### src/rtl/led7_mux.sv
`default_nettype none
// ============================================================================
// Module   : led7_mux
// Purpose  : Time-multiplexed driver for a bank of common-anode 7-segment
//            digits. A prescaler sets the dwell time of each digit slot; a
//            new value is staged in a pending set and only copied to the
//            displayed set at a frame wrap, so a frame never shows a mix of
//            old and new digits.
// Ports    : i_w_clk    - clock, all state updates on its rising edge
//            i_w_reset  - synchronous active-high reset
//            i_w_data   - 4*DIGITS hex nibbles, nibble k -> digit k (0 = right)
//            i_w_en     - per-digit enable, 0 blanks the digit
//            i_w_dp     - per-digit decimal point, 1 lights it
//            i_w_lzs    - leading-zero suppression enable
//            i_w_load   - capture data/en/dp when high
//            o_w_7seg   - active-low segments, bit0 = a .. bit6 = g
//            o_w_dp     - active-low decimal point
//            o_w_an     - active-low one-hot anodes
//            o_w_frame  - one-cycle pulse in the first cycle of each frame
// Revision : 1.0 - initial release
// ============================================================================
module led7_mux #(
  parameter int DIGITS   = 8,
  parameter int PRESCALE = 1000
) (
  input  logic                  i_w_clk,
  input  logic                  i_w_reset,
  input  logic [4*DIGITS-1:0]   i_w_data,
  input  logic [DIGITS-1:0]     i_w_en,
  input  logic [DIGITS-1:0]     i_w_dp,
  input  logic                  i_w_lzs,
  input  logic                  i_w_load,
  output logic [6:0]            o_w_7seg,
  output logic                  o_w_dp,
  output logic [DIGITS-1:0]     o_w_an,
  output logic                  o_w_frame
);

  localparam int PW = (PRESCALE > 1) ? $clog2(PRESCALE) : 1;
  localparam int IW = (DIGITS > 1) ? $clog2(DIGITS) : 1;
  localparam logic [PW-1:0]     PRE_LAST = PW'(PRESCALE - 1);
  localparam logic [IW-1:0]     IDX_LAST = IW'(DIGITS - 1);
  localparam logic [DIGITS-1:0] AN_ONE   = DIGITS'(1);

  // --------------------------------------------------------------------------
  // State
  // --------------------------------------------------------------------------
  logic [PW-1:0]       presc_q,     presc_d;
  logic [IW-1:0]       idx_q,       idx_d;
  logic [4*DIGITS-1:0] pend_data_q, pend_data_d;
  logic [DIGITS-1:0]   pend_en_q,   pend_en_d;
  logic [DIGITS-1:0]   pend_dp_q,   pend_dp_d;
  logic                pend_vld_q,  pend_vld_d;
  logic [4*DIGITS-1:0] disp_data_q, disp_data_d;
  logic [DIGITS-1:0]   disp_en_q,   disp_en_d;
  logic [DIGITS-1:0]   disp_dp_q,   disp_dp_d;
  logic                frame_q,     frame_d;

  logic w_tick;
  logic w_wrap;

  assign w_tick = (presc_q == PRE_LAST);
  assign w_wrap = w_tick && (idx_q == IDX_LAST);

  always_comb begin
    presc_d     = w_tick ? '0 : presc_q + 1'b1;
    idx_d       = idx_q;
    pend_data_d = pend_data_q;
    pend_en_d   = pend_en_q;
    pend_dp_d   = pend_dp_q;
    pend_vld_d  = pend_vld_q;
    disp_data_d = disp_data_q;
    disp_en_d   = disp_en_q;
    disp_dp_d   = disp_dp_q;
    frame_d     = w_wrap;

    if (w_tick) begin
      idx_d = (idx_q == IDX_LAST) ? '0 : idx_q + 1'b1;
    end

    if (w_wrap) begin
      // A load on the wrap edge bypasses the pending set and wins over it.
      if (i_w_load) begin
        disp_data_d = i_w_data;
        disp_en_d   = i_w_en;
        disp_dp_d   = i_w_dp;
        pend_vld_d  = 1'b0;
      end else if (pend_vld_q) begin
        disp_data_d = pend_data_q;
        disp_en_d   = pend_en_q;
        disp_dp_d   = pend_dp_q;
        pend_vld_d  = 1'b0;
      end
    end else if (i_w_load) begin
      pend_data_d = i_w_data;
      pend_en_d   = i_w_en;
      pend_dp_d   = i_w_dp;
      pend_vld_d  = 1'b1;
    end
  end

  always_ff @(posedge i_w_clk) begin
    if (i_w_reset) begin
      presc_q     <= '0;
      idx_q       <= '0;
      pend_data_q <= '0;
      pend_en_q   <= '0;
      pend_dp_q   <= '0;
      pend_vld_q  <= 1'b0;
      disp_data_q <= '0;
      disp_en_q   <= '0;
      disp_dp_q   <= '0;
      frame_q     <= 1'b0;
    end else begin
      presc_q     <= presc_d;
      idx_q       <= idx_d;
      pend_data_q <= pend_data_d;
      pend_en_q   <= pend_en_d;
      pend_dp_q   <= pend_dp_d;
      pend_vld_q  <= pend_vld_d;
      disp_data_q <= disp_data_d;
      disp_en_q   <= disp_en_d;
      disp_dp_q   <= disp_dp_d;
      frame_q     <= frame_d;
    end
  end

  // --------------------------------------------------------------------------
  // Output decode
  // --------------------------------------------------------------------------
  // w_tail_zero[k] is set when nibbles k..DIGITS-1 of the displayed value are
  // all zero, i.e. digit k is a leading zero.
  logic [DIGITS-1:0] w_tail_zero;

  always_comb begin
    logic run_zero;
    run_zero    = 1'b1;
    w_tail_zero = '0;
    for (int k = DIGITS - 1; k >= 0; k--) begin
      run_zero       = run_zero & (disp_data_q[4*k +: 4] == 4'h0);
      w_tail_zero[k] = run_zero;
    end
  end

  logic [3:0] w_nib;
  logic       w_suppress;
  logic       w_visible;
  logic [6:0] w_seg;

  assign w_nib      = disp_data_q[{idx_q, 2'b00} +: 4];
  assign w_suppress = i_w_lzs && (idx_q != '0) && w_tail_zero[idx_q];
  assign w_visible  = disp_en_q[idx_q] && !w_suppress;

  always_comb begin
    w_seg = 7'h7F;
    case (w_nib)
      4'h0: w_seg = 7'h40;
      4'h1: w_seg = 7'h79;
      4'h2: w_seg = 7'h24;
      4'h3: w_seg = 7'h30;
      4'h4: w_seg = 7'h19;
      4'h5: w_seg = 7'h12;
      4'h6: w_seg = 7'h02;
      4'h7: w_seg = 7'h78;
      4'h8: w_seg = 7'h00;
      4'h9: w_seg = 7'h10;
      4'hA: w_seg = 7'h08;
      4'hB: w_seg = 7'h03;
      4'hC: w_seg = 7'h46;
      4'hD: w_seg = 7'h21;
      4'hE: w_seg = 7'h06;
      4'hF: w_seg = 7'h0E;
      default: w_seg = 7'h7F;
    endcase
  end

  always_comb begin
    o_w_an   = '1;
    o_w_7seg = 7'h7F;
    o_w_dp   = 1'b1;
    if (w_visible) begin
      o_w_an   = ~(AN_ONE << idx_q);
      o_w_7seg = w_seg;
      o_w_dp   = ~disp_dp_q[idx_q];
    end
  end

  assign o_w_frame = frame_q;

endmodule
`default_nettype wire

### config.mk
export PLATFORM = sky130hd
export DESIGN_NAME = led7_mux
export DESIGN_NICKNAME = d
export VERILOG_FILES = /design/src/rtl/led7_mux.sv
export SDC_FILE = /design/constraint.sdc
export NUM_CORES = 1
export LEC_CHECK = 0
export ABC_AREA = 1
export ABC_CLOCK_PERIOD_IN_PS = 1900
export BUFFER_PORTS_ARGS = -buffer_cell sky130_fd_sc_hd__buf_4
export CORE_MARGIN = 2
export CORE_UTILIZATION = 35
export CTS_CLUSTER_DIAMETER = 120
export DETAILED_ROUTE_END_ITERATION = 10
export GPL_ROUTABILITY_DRIVEN = 0
export PLACE_DENSITY = 0.52
export SYNTH_ARGS = -nofsm -noshare
export SYNTH_HDL_FRONTEND = slang
export SYNTH_SLANG_ARGS = --single-unit
### constraint.sdc
create_clock -name i_w_clk -period 1.9 [get_ports i_w_clk]
set_input_delay 0.095 -clock i_w_clk [delete_from_list [all_inputs] [get_ports i_w_clk]]
set_output_delay 0.095 -clock i_w_clk [all_outputs]
set_load 0.05 [all_outputs]
Yosys cells after proc, flatten, opt, wreduce, memory -nomap -nowiden
Memory sizes are Yosys's and may differ from the RTL's.
Index checks and enable logic that the tools add are counted.
W data, S select, Z words.
- add/subtract/negate cells: 2
- reduce and logical (&&, ||, !) cells: 19
- eq/ne operators: 2
- shift-type cells: 2
- order comparisons: 1
- bitwise operators: 10
- muxes and demuxes: 16
- operator list (cell ; count):
    $mux W32 ; 2
    $mux W8 ; 5
    $logic_not A4 Y1 ; 8
    $shiftx A32 B6 Y4 ; 1
    $add A10 B1 Y10 const B ; 1
    $eq A10 B10 Y1 const B ; 1
    $bmux W1 S3 ; 3
    $not A8 Y8 ; 1
    $shl A1 B3 Y8 const A ; 1
    $and A1 B1 Y1 ; 7
    $mux W7 ; 1
    $logic_and A1 B1 Y1 ; 4
    $lt A3 B4 Y1 const B ; 1
    $mux W1 ; 4
    $reduce_and A2 Y1 ; 2
    $reduce_or A2 Y1 ; 2
    $add A3 B1 Y3 const B ; 1
    $eq A3 B3 Y1 const B ; 1
    $mux W3 ; 1
    $reduce_bool A3 Y1 ; 1
    $not A1 Y1 ; 2
    $reduce_bool A2 Y1 ; 1
    $logic_not A1 Y1 ; 1
- memory bits (read-only): 112
- logic and storage cells: 63
- bits in registers: 111
- bits of input ports: 52
- memories: 1
- output and inout port bits: 17
- memories (name ; words ; bits a word ; rd ports ; clocked after Yosys merged registers in ; write ports ; RTL line ; RTL):
    (no name shown) ; 16 ; 7 ; 1 ; 0 ; 0 ; 156 ; case (w_nib)

Longest topological paths before layout
Gate-level depths: netlist (run 1).
- depth after elaboration: 14
- mapped depth: 14
- gate-level depth less buffers: 12

Least setup slack after synthesis (run 1)
OpenSTA, ideal clock, no wires.
- path kind: reg-to-output
- start point: register idx_q[0]
- end point: output o_w_7seg[3]
- arrival: 2.101 ns
- data required time: 1.805 ns
- path buffers: 3
- path slack: -0.296 ns
- stages on the path, launching flop included: 14
- cells stage by stage: dfxtp_1 -> buf_2 -> buf_2 -> buf_2 -> nand2_1 -> nand2_1 -> nand3_1 -> nand2_1 -> inv_1 -> ha_1 -> nand3_1 -> nand2_1 -> nand2_1 -> nand3_1
- word-level cells in the longest chain between the ends: 6
- elaborated cells between the ends (all ways): 12
- classes of those cells: 1 x shift; 5 x mux; 5 x reduce/logical; 1 x memory
- RTL lines (element ; RTL line ; RTL):
    from (decl) ; 49 ; logic [IW-1:0] idx_q, idx_d;
    from (signal assigned) ; 116 ; idx_q <= idx_d;
    branches (longest 5 deep; another with $mem_v2 Z16 W7) ; n/a ;
    $mux W7 (*) ; 181 ; if (w_visible) begin
    to (decl) ; 33 ; output logic [6:0] o_w_7seg,
Mark *: on every way between the ends. The select of a mux whose other input is x is not followed.

Worst setup path in the final report (run 1)
- start point: register idx_q[0]
- end point: output o_w_7seg[5]
The elaborated chain is that of the path after synthesis.

==> impl_metrics.json, run 1 <==
{
  "drc": 0,
  "report.final.slew_viol_count": 0,
  "slew_headroom": 0.721,
  "cts_tree": "yes",
  "syn_nets": 862,
  "htreeDepth": 3,
  "rows": 46,
  "fin_skew_ns": 0.00793,
  "period_needed_ns": 2.15,
  "vias": 5434,
  "maxCapViolCount": 0,
  "min_path_type": "in2reg",
  "cp.required_ns": 1.80,
  "die_height_um": 132,
  "cts_root_buf": "clkbuf_16",
  "switching_share": 0.241,
  "initial_core_util": 0.359,
  "via_per_inst": 4.95,
  "violations": "negative setup slack",
  "p_switching_mw": 1.16,
  "path_cells": "buf_4 > buf_6 > nor2_2 > nand2_1 > nand2_1 > nor2_1 > nand2_1 > nand2_2 > a21oi_4 > buf_12 > nand3_4 > buf_8",
  "seq_power_share": 0.502,
  "hpwlAfterDp_um": 11000,
  "arrival_ns": 2.05,
  "p_int_mw": 3.65,
  "path_delay_family": "buffers and inverters",
  "yosys.cell_types.count": 33,
  "drtIter0Drc": 290,
  "peakVddDrop_mv": 0.520,
  "finalPower_mw": 4.81,
  "cts_hold_buf": 0,
  "grt_pass1_wl_um": 26800,
  "ys_seq_elements": 111,
  "antenna_found_initial": 0,
  "wl_per_cell_um": 14.8,
  "overflow": 0,
  "yosysSeqAreaShare": 0.388,
  "core-area_um2": 15900,
  "cts_made_buffers": 9,
  "antenna_cells": 0,
  "hold_viol_final": 0,
  "die_x_um": 132,
  "clock_sinks": 111,
  "rsz0062_at_grt": "yes",
  "powerDensity_nw_per_um2": 626,
  "wirelength_um": 16200,
  "yosysWarnings": 0,
  "critPathMaxFanout": 8,
  "setup_ws_ns": -0.247,
  "clkPwrFrac": 0.404,
  "startpoint_type": "register",
  "ant_nets": 0,
  "fmax_mhz": 466,
  "die_area_um2": 17400,
  "nets": 941,
  "syn_avg_cell_area_um2": 7.19,
  "cp_slowest_cell": "dfxtp_4",
  "endpoint_kind": "primary output",
  "cts_buffer_depth": 2,
  "numPortBuffers": 68,
  "clkLatencyLatePin_ns": 0.35,
  "status": "finished, violations left",
  "leakage_nw": 3.06,
  "cp_common_cell": "nand2_1",
  "track_usage": 0.186,
  "cpPeakStageDelay_ns": 0.37,
  "fin_hold_ws_ns": 0.0219,
  "area_growth_syn_to_layout_pct": 34.3,
  "dr.pass1.iters": 4,
  "synth_area_um2": 5730,
  "crit_buf_inv": 4,
  "io_pins": 69,
  "drive_gt1_frac": 0.306,
  "crit_type": "reg2out",
  "power_frac_comb": 0.093,
  "grt_max_degree": 46,
  "syn_inst": 797,
  "design_area_um2": 7690,
  "worst_slew_pin_slew_ns": 0.414,
  "grt_pass1_vias": 5432,
  "fin_crit_sh": 1.13,
  "place_area_um2": 6750,
  "setup-violations-final": 16,
  "clk_pin_slew_worst_paths_ns": 0.08
}
## cells in the mapped netlist
cell,instances,share of area
o21ai_0,26,0.023
nor3_1,5,0.0044
nor2_2,1,0.0011
a211oi_1,1,0.0013
buf_4,4,0.0052
buf_2,13,0.011
a21oi_2,1,0.0015
clkinv_1,1,0.00065
clkbuf_1,27,0.018
nor4_1,2,0.0022
buf_6,7,0.014
o21a_1,1,0.0013
nand4_1,3,0.0033
inv_2,4,0.0026
nand3b_2,1,0.0020
nand2_2,2,0.0022
nor2_1,136,0.089
nor3_4,1,0.0028
o21ai_1,28,0.024
dfxtp_1,111,0.39
o21bai_1,1,0.0013
inv_1,38,0.025
a32o_1,2,0.0035
buf_1,2,0.0013
nand3_2,2,0.0035
mux2_2,48,0.094
nor3_2,1,0.0017
ha_1,13,0.028
nand3_1,103,0.090
a21oi_1,58,0.051
nand2_1,151,0.099
nor3b_1,2,0.0026
or2_1,1,0.0011
## metal layers
metal / up-vias / part of all wire / GRT usage
met5: - / 0 / 0
met4: 0 / 0.020 / 0.0694
met3: 23 / 0.043 / 0.0288
met2: 112 / 0.46 / 0.299
met1: 2511 / 0.47 / 0.251
li1: 2788 / - / -
## worst min-delay path, delay by kind of cell
kind / cells / cell delay (ns)
buf+inv: 1 / 0.11
simple gates: 1 / 0.07
compound gates: 1 / 0.06
## metrics by stage
step           cells   util  worst slack [ns]  setup TNS (ns)
6_report        1097  0.482            -0.247           -3.78
5_1_grt         1097  0.482            -0.362           -5.17
4_1_cts         1094  0.468            -0.281           -4.23
3_5_place_dp    1068  0.423           -0.0348          -0.110
3_3_place_gp    1068  0.423           0.00533               0
2_1_floorplan    797      -           -0.0324          -0.263
## logic make-up (layout without fill, tap and decap cells)
| logic type | Yosys count | count (layout) | synth area share |
|---|---|---|---|
| AOI/OAI and AO/OA | 118 | 118 | 0.107 |
| adders and majority gates | 13 | 13 | 0.0284 |
| buffers and inverters | 96 | 180 | 0.0775 |
| DFF | 111 | 111 | 0.388 |
| muxes | 48 | 48 | 0.0944 |
| and+or+nand+nor | 411 | 411 | 0.305 |
## sequential cells by signal, indices dropped and copies added, names as in the netlist
signal and count:
pend_vld_q 1, presc_q 10, disp_dp_q 8, pend_data_q 32
disp_data_q 32, pend_en_q 8, o_w_frame 1, pend_dp_q 8
idx_q 3, disp_en_q 8
## what timing repair did
action                                  4_1_cts  5_1_grt
pin swaps                                    11       26
endpoints found under the setup margin       44       87
buffers inserted                              7        3
cloned                                        3        2
resized for setup                            74       60
## worst paths after layout
kind / startpoint / endpoint / slack (ns) / depth (start not counted)
min: i_w_data[26] / pend_data_q[26]$_SDFFE_PP0P_ / 0.02 / 3
max reg2reg: idx_q[0]$_SDFFE_PP0N_ / pend_data_q[27]$_SDFFE_PP0P_ / 0.10 / 9
min reg2reg: pend_data_q[28]$_SDFFE_PP0P_ / pend_data_q[28]$_SDFFE_PP0P_ / 0.46 / 2
max: idx_q[0]$_SDFFE_PP0N_ / o_w_7seg[5] / -0.25 / 12
## power by group through the flow
stage	combinational (mW)	sequential [mW]	clock (mW)
after detailed placement	0.425	2.47	0
after CTS	0.442	2.41	2.01
after floorplan	0.262	2.46	0
final	0.449	2.42	1.95
after global routing	0.496	2.42	2.10
after global placement	0.418	2.47	0
## final cells by class
class                   instances  area (um^2)
clock buffers                   9          225
clock inverters                 7         77.6
fillers                      1577         8250
inverters                      43          174
multi-input cells             590         3530
flip-flops and latches        111         2230
well taps                     216          270
repair buffers                121         1190
## cells in the final DEF (no fill, tap or decap), types with 2 or more instances in the layout
cell type and instances:
buf_4 87, nor3_1 4, nand2_2 15, nand3_4 14, nor2_2 6, nor4_1 2
ha_2 3, inv_1 34, inv_4 2, a21oi_1 56, o21ai_1 32, nor2_1 129
buf_8 15, a21oi_4 2, nand4_1 3, ha_4 6, nand3_1 78, nand3_2 13
o21ai_0 22, nand2_1 129, mux2_2 48, inv_2 5, nand2_4 9, nor3b_1 2
nor3_2 2, a32o_1 2, buf_12 8, dfxtp_1 109, clkbuf_16 10, inv_6 3
nor2_4 2, ha_1 4, buf_6 8
Power figures use the tool's default switching activity.
==> run 2: changes to the inputs <==
--- a/config.mk
+++ b/config.mk
@@ -14,6 +14,7 @@
 export DETAILED_ROUTE_END_ITERATION = 10
 export GPL_ROUTABILITY_DRIVEN = 0
 export PLACE_DENSITY = 0.52
+export REMOVE_ABC_BUFFERS = 1
 export SYNTH_ARGS = -nofsm -noshare
 export SYNTH_HDL_FRONTEND = slang
 export SYNTH_SLANG_ARGS = --single-unit
==> impl_metrics.json, run 2 (synthesis results as in run 1) <==
{
  "status": "finished, violations left",
  "violations": "negative setup slack",
  "area_growth_syn_to_layout_pct": 36.6,
  "cts_hold_buf": 0,
  "die_x_um": 132,
  "worst_slew_pin_slew_ns": 0.617,
  "leakage_nw": 3.12,
  "cts_buffer_depth": 2,
  "hpwlAfterDp_um": 10800,
  "setup_ws_ns": -0.376,
  "io_pins": 69,
  "clkLatencyLatePin_ns": 0.37,
  "die_area_um2": 17400,
  "cts_tree": "yes",
  "switching_share": 0.222,
  "clock_sinks": 111,
  "drc": 0,
  "min_path_type": "in2reg",
  "arrival_ns": 2.18,
  "final_common_cell": "nand2_1",
  "wirelength_um": 16800,
  "p_switching_mw": 1.13,
  "startpoint_type": "register",
  "dp_slack_ns": -0.113,
  "wl_per_cell_um": 15.2,
  "setup-violations-final": 16,
  "hold_viol_final": 0,
  "fmax_mhz": 439,
  "report.final.slew_viol_count": 0,
  "overflow": 0,
  "grt_pass1_vias": 5314,
  "seq_power_share": 0.477,
  "nets": 951,
  "grt_max_degree": 52,
  "drtIter0Drc": 324,
  "fin_crit_sh": 1.20,
  "ant_nets": 0,
  "crit_type": "reg2out",
  "final_cell_mix": "nand2_1 (139), nor2_1 (129), dfxtp_1 (109)",
  "antenna_found_initial": 0,
  "fin_setup_tns_ns": -4.90,
  "htreeDepth": 3,
  "numPortBuffers": 68,
  "cts_root_buf": "clkbuf_16",
  "power_frac_comb": 0.086,
  "dr.pass1.iters": 5,
  "rows": 46,
  "grt_pass1_wl_um": 25900,
  "fin_skew_ns": 0.0102,
  "die_height_um": 132,
  "drive_gt1_frac": 0.297,
  "core-area_um2": 15900,
  "maxCapViolCount": 0,
  "initial_core_util": 0.359,
  "antenna_cells": 0,
  "rsz0062_at_grt": "yes",
  "cp.required_ns": 1.80,
  "vias": 5510,
  "critPathMaxFanout": 5,
  "hold_depth": 3,
  "track_usage": 0.183,
  "top_regs": "disp_data_q: 32 flops, pend_data_q: 32 flops, presc_q: 10 flops",
  "peakVddDrop_mv": 0.547,
  "p_int_mw": 3.94,
  "regToRegSetupSlack_ns": 0.07,
  "period_needed_ns": 2.28,
  "fin_hold_ws_ns": 0.0115,
  "rr_worst_depth": 10,
  "cts_made_buffers": 9,
  "slew_headroom": 0.589,
  "place_inst": 1072,
  "clk_pin_slew_worst_paths_ns": 0.07,
  "endpoint_kind": "primary output",
  "clkPwrFrac": 0.437,
  "powerDensity_nw_per_um2": 648,
  "via_per_inst": 4.98,
  "fill_cells": 1527,
  "fin_cells": 1107
}
-- run 2: critical path, cell delays in order (launching register included) --
cell and delay, ns:
dfxtp_4 0.39, buf_6 0.14, nand2_1 0.10, nand2_1 0.09
nand2_1 0.08, nand3_2 0.10, nand2_4 0.12, inv_2 0.06
buf_4 0.13, ha_2 0.18, nand2_1 0.06, nand2_1 0.05
nand2_2 0.08, nand3_4 0.08, buf_8 0.15
-- run 2: power groups by stage --
stage / clock (mW) / sequential [mW] / combinational (mW)
global placement: 0 / 2.47 / 0.421
floorplan: 0 / 2.46 / 0.210
finish: 2.21 / 2.42 / 0.437
CTS: 2.28 / 2.41 / 0.431
detailed placement: 0 / 2.47 / 0.427
global route: 2.38 / 2.42 / 0.482
-- run 2: routing by layer --
| layer | GRT usage | share of wire |
|---|---|---|
| met3 | 0.0427 | 0.037 |
| met4 | 0.0447 | 0.0095 |
| met2 | 0.306 | 0.48 |
| met5 | 0 | 0 |
| met1 | 0.240 | 0.47 |
-- run 2: layout make-up --
| cell class | instances | area (um^2) | share of cell area |
|---|---|---|---|
| Multi-Input combinational cell | 590 | 3480 | 0.445 |
| Sequential cell | 111 | 2230 | 0.285 |
| Timing Repair Buffer | 131 | 1330 | 0.170 |
| Tap cell | 216 | 270 | 0.0345 |
| Clock buffer | 11 | 243 | 0.0310 |
| Inverter | 43 | 169 | 0.0216 |
| Clock inverter | 5 | 104 | 0.0133 |
-- run 2: path summary, 6_finish.rpt --
kind / startpoint / end
setup / recovery: idx_q[0]$_SDFFE_PP0N_ / o_w_7seg[3]
hold reg to reg: pend_dp_q[4]$_SDFFE_PP0P_ / pend_dp_q[4]$_SDFFE_PP0P_
hold / removal: i_w_data[11] / pend_data_q[11]$_SDFFE_PP0P_
setup reg to reg: idx_q[0]$_SDFFE_PP0N_ / disp_data_q[30]$_SDFFE_PP0P_
-- run 2: through the flow --
| step | total power, mW | instance area (um^2) | util |
|---|---|---|---|
| final | 5.07 | 7820 | 0.491 |
| after global routing | 5.29 | 7820 | 0.491 |
| after CTS | 5.12 | 7240 | 0.454 |
| after detailed placement | 2.90 | 6630 | 0.416 |
| after global placement | 2.89 | 6630 | 0.416 |
| after floorplan | 2.67 | 5450 | - |
-- run 2: timing repair --
action	4_1_cts	5_1_grt
gates resized for setup	56	83
setup endpoints to repair	64	81
gates cloned	0	6
setup buffers	7	6
pin swaps	9	26
==> run 3: changes to the inputs <==
--- a/config.mk
+++ b/config.mk
@@ -7,13 +7,13 @@
 export LEC_CHECK = 0
 export ABC_AREA = 1
 export ABC_CLOCK_PERIOD_IN_PS = 1900
-export BUFFER_PORTS_ARGS = -buffer_cell sky130_fd_sc_hd__buf_4
-export CORE_MARGIN = 2
+export CORE_MARGIN = 10
 export CORE_UTILIZATION = 35
 export CTS_CLUSTER_DIAMETER = 120
 export DETAILED_ROUTE_END_ITERATION = 10
+export DONT_BUFFER_PORTS = 1
 export GPL_ROUTABILITY_DRIVEN = 0
-export PLACE_DENSITY = 0.52
+export PLACE_DENSITY = 0.49
 export REMOVE_ABC_BUFFERS = 1
 export SYNTH_ARGS = -nofsm -noshare
 export SYNTH_HDL_FRONTEND = slang
==> impl_metrics.json, run 3 (synthesis results as in run 1) <==
{
  "fin_hold_ws_ns": 0.0270,
  "die_height_um": 148,
  "violations": "negative setup slack",
  "fin_skew_ns": 0.0122,
  "period_needed_ns": 2.18,
  "report.final.slew_viol_count": 0,
  "fin_crit_sh": 1.15,
  "arrival_ns": 2.08,
  "drtIter0Drc": 356,
  "critPathMaxFanout": 12,
  "dr.pass1.iters": 5,
  "grt_pass1_vias": 5759,
  "fmax_mhz": 460,
  "vias": 5637,
  "startpoint_type": "register",
  "wirelength_um": 18400,
  "maxCapViolCount": 0,
  "track_usage": 0.160,
  "clock_sinks": 111,
  "cts_buffer_depth": 2,
  "final_common_cell": "nand2_1",
  "cts_made_buffers": 9,
  "via_per_inst": 5.10,
  "rows": 46,
  "grt_pass1_wl_um": 29100,
  "hpwlAfterDp_um": 10900,
  "initial_core_util": 0.359,
  "rsz0062_at_grt": "yes",
  "status": "finished, violations left",
  "min_path_type": "in2reg",
  "area_growth_syn_to_layout_pct": 41.0,
  "wl_per_cell_um": 16.7,
  "crit_type": "reg2out",
  "antenna_found_initial": 0,
  "endpoint_kind": "primary output",
  "peakVddDrop_mv": 0.456,
  "drc": 0,
  "clk_pin_slew_worst_paths_ns": 0.08,
  "cp.required_ns": 1.80,
  "fin_setup_tns_ns": -3.82,
  "final_cell_mix": "nand2_1 (137), nor2_1 (116), dfxtp_1 (109)",
  "antenna_cells": 0,
  "slew_headroom": 0.656,
  "design_area_um2": 8080,
  "cts_root_buf": "clkbuf_16",
  "setup-violations-final": 16,
  "overflow": 0,
  "numPortBuffers": 0,
  "htreeDepth": 3,
  "die_x_um": 148,
  "cts_tree": "yes",
  "die_area_um2": 21900,
  "powerDensity_nw_per_um2": 578,
  "finalPower_mw": 4.67,
  "worst_slew_pin_slew_ns": 0.516,
  "leakage_nw": 3.17,
  "core-area_um2": 15900,
  "drive_gt1_frac": 0.265,
  "setup_ws_ns": -0.276,
  "top_regs": "disp_data_q: 32 flops, pend_data_q: 32 flops, presc_q: 10 flops",
  "hold_viol_final": 0,
  "place_area_um2": 6480,
  "io_pins": 69,
  "nets": 951,
  "clkLatencyLatePin_ns": 0.36,
  "dp_slack_ns": -0.134,
  "grt_max_degree": 52,
  "ant_nets": 0
}
==> run 3: final cells by class <==
class / instances / area [um^2]
Sequential cell: 111 / 2230
Clock inverter: 5 / 42.5
Inverter: 43 / 169
Tap cell: 216 / 270
Clock buffer: 10 / 239
Multi-Input combinational cell: 591 / 3510
Timing Repair Buffer: 130 / 1620
Fill cell: 1536 / 7860
==> run 3: repair_timing <==
item	CTS	global route
buffers inserted	9	2
endpoints found under the hold margin	52	0
setup endpoints to repair	113	81
hold buffers	50	0
pin swaps	16	26
gates resized for setup	81	48
gates cloned	2	8
==> run 3: final timing paths <==
path	from	to	slack (ns)	depth (start not counted)
worst min-delay path	i_w_data[18]	disp_data_q[18]$_SDFFE_PP0P_	0.03	3
worst min register to register	pend_data_q[9]$_SDFFE_PP0P_	pend_data_q[9]$_SDFFE_PP0P_	0.46	2
worst max register to register	idx_q[0]$_SDFFE_PP0N_	disp_data_q[1]$_SDFFE_PP0P_	0.01	11
worst max-delay path	idx_q[0]$_SDFFE_PP0N_	o_w_7seg[3]	-0.28	13
==> run 3: metal layers <==
| metal | vias to the layer above | global-route usage | share of wire |
|---|---|---|---|
| met5 | - | 0 | 0 |
| met4 | 0 | 0.0401 | 0.013 |
| met3 | 16 | 0.0348 | 0.046 |
| met2 | 116 | 0.284 | 0.49 |
| met1 | 2688 | 0.191 | 0.45 |
| li1 | 2817 | - | - |
==> run 3: through the flow <==
step	util	instances
floorplan	-	744
global placement	0.407	1024
detailed placement	0.407	1024
CTS	0.487	1099
global route	0.507	1106
finish	0.507	1106
==> run 3: critical path, stage by stage, from the launching register on <==
cell,delay (ns)
dfxtp_4,0.37
buf_12,0.14
nor2_2,0.10
nor2_1,0.05
nand2_1,0.07
nand3_2,0.08
nand2_4,0.11
buf_4,0.12
ha_4,0.15
inv_2,0.06
a21oi_4,0.13
nand2_1,0.08
nand3_2,0.10
buf_12,0.14
==> run 3: report_power, final <==
group          leakage, nW  switching, mW  internal, mW
clock                0.141          0.909         0.936
sequential           0.905         0.0303          2.39
combinational         2.12          0.178         0.233
total                 3.17           1.12          3.55
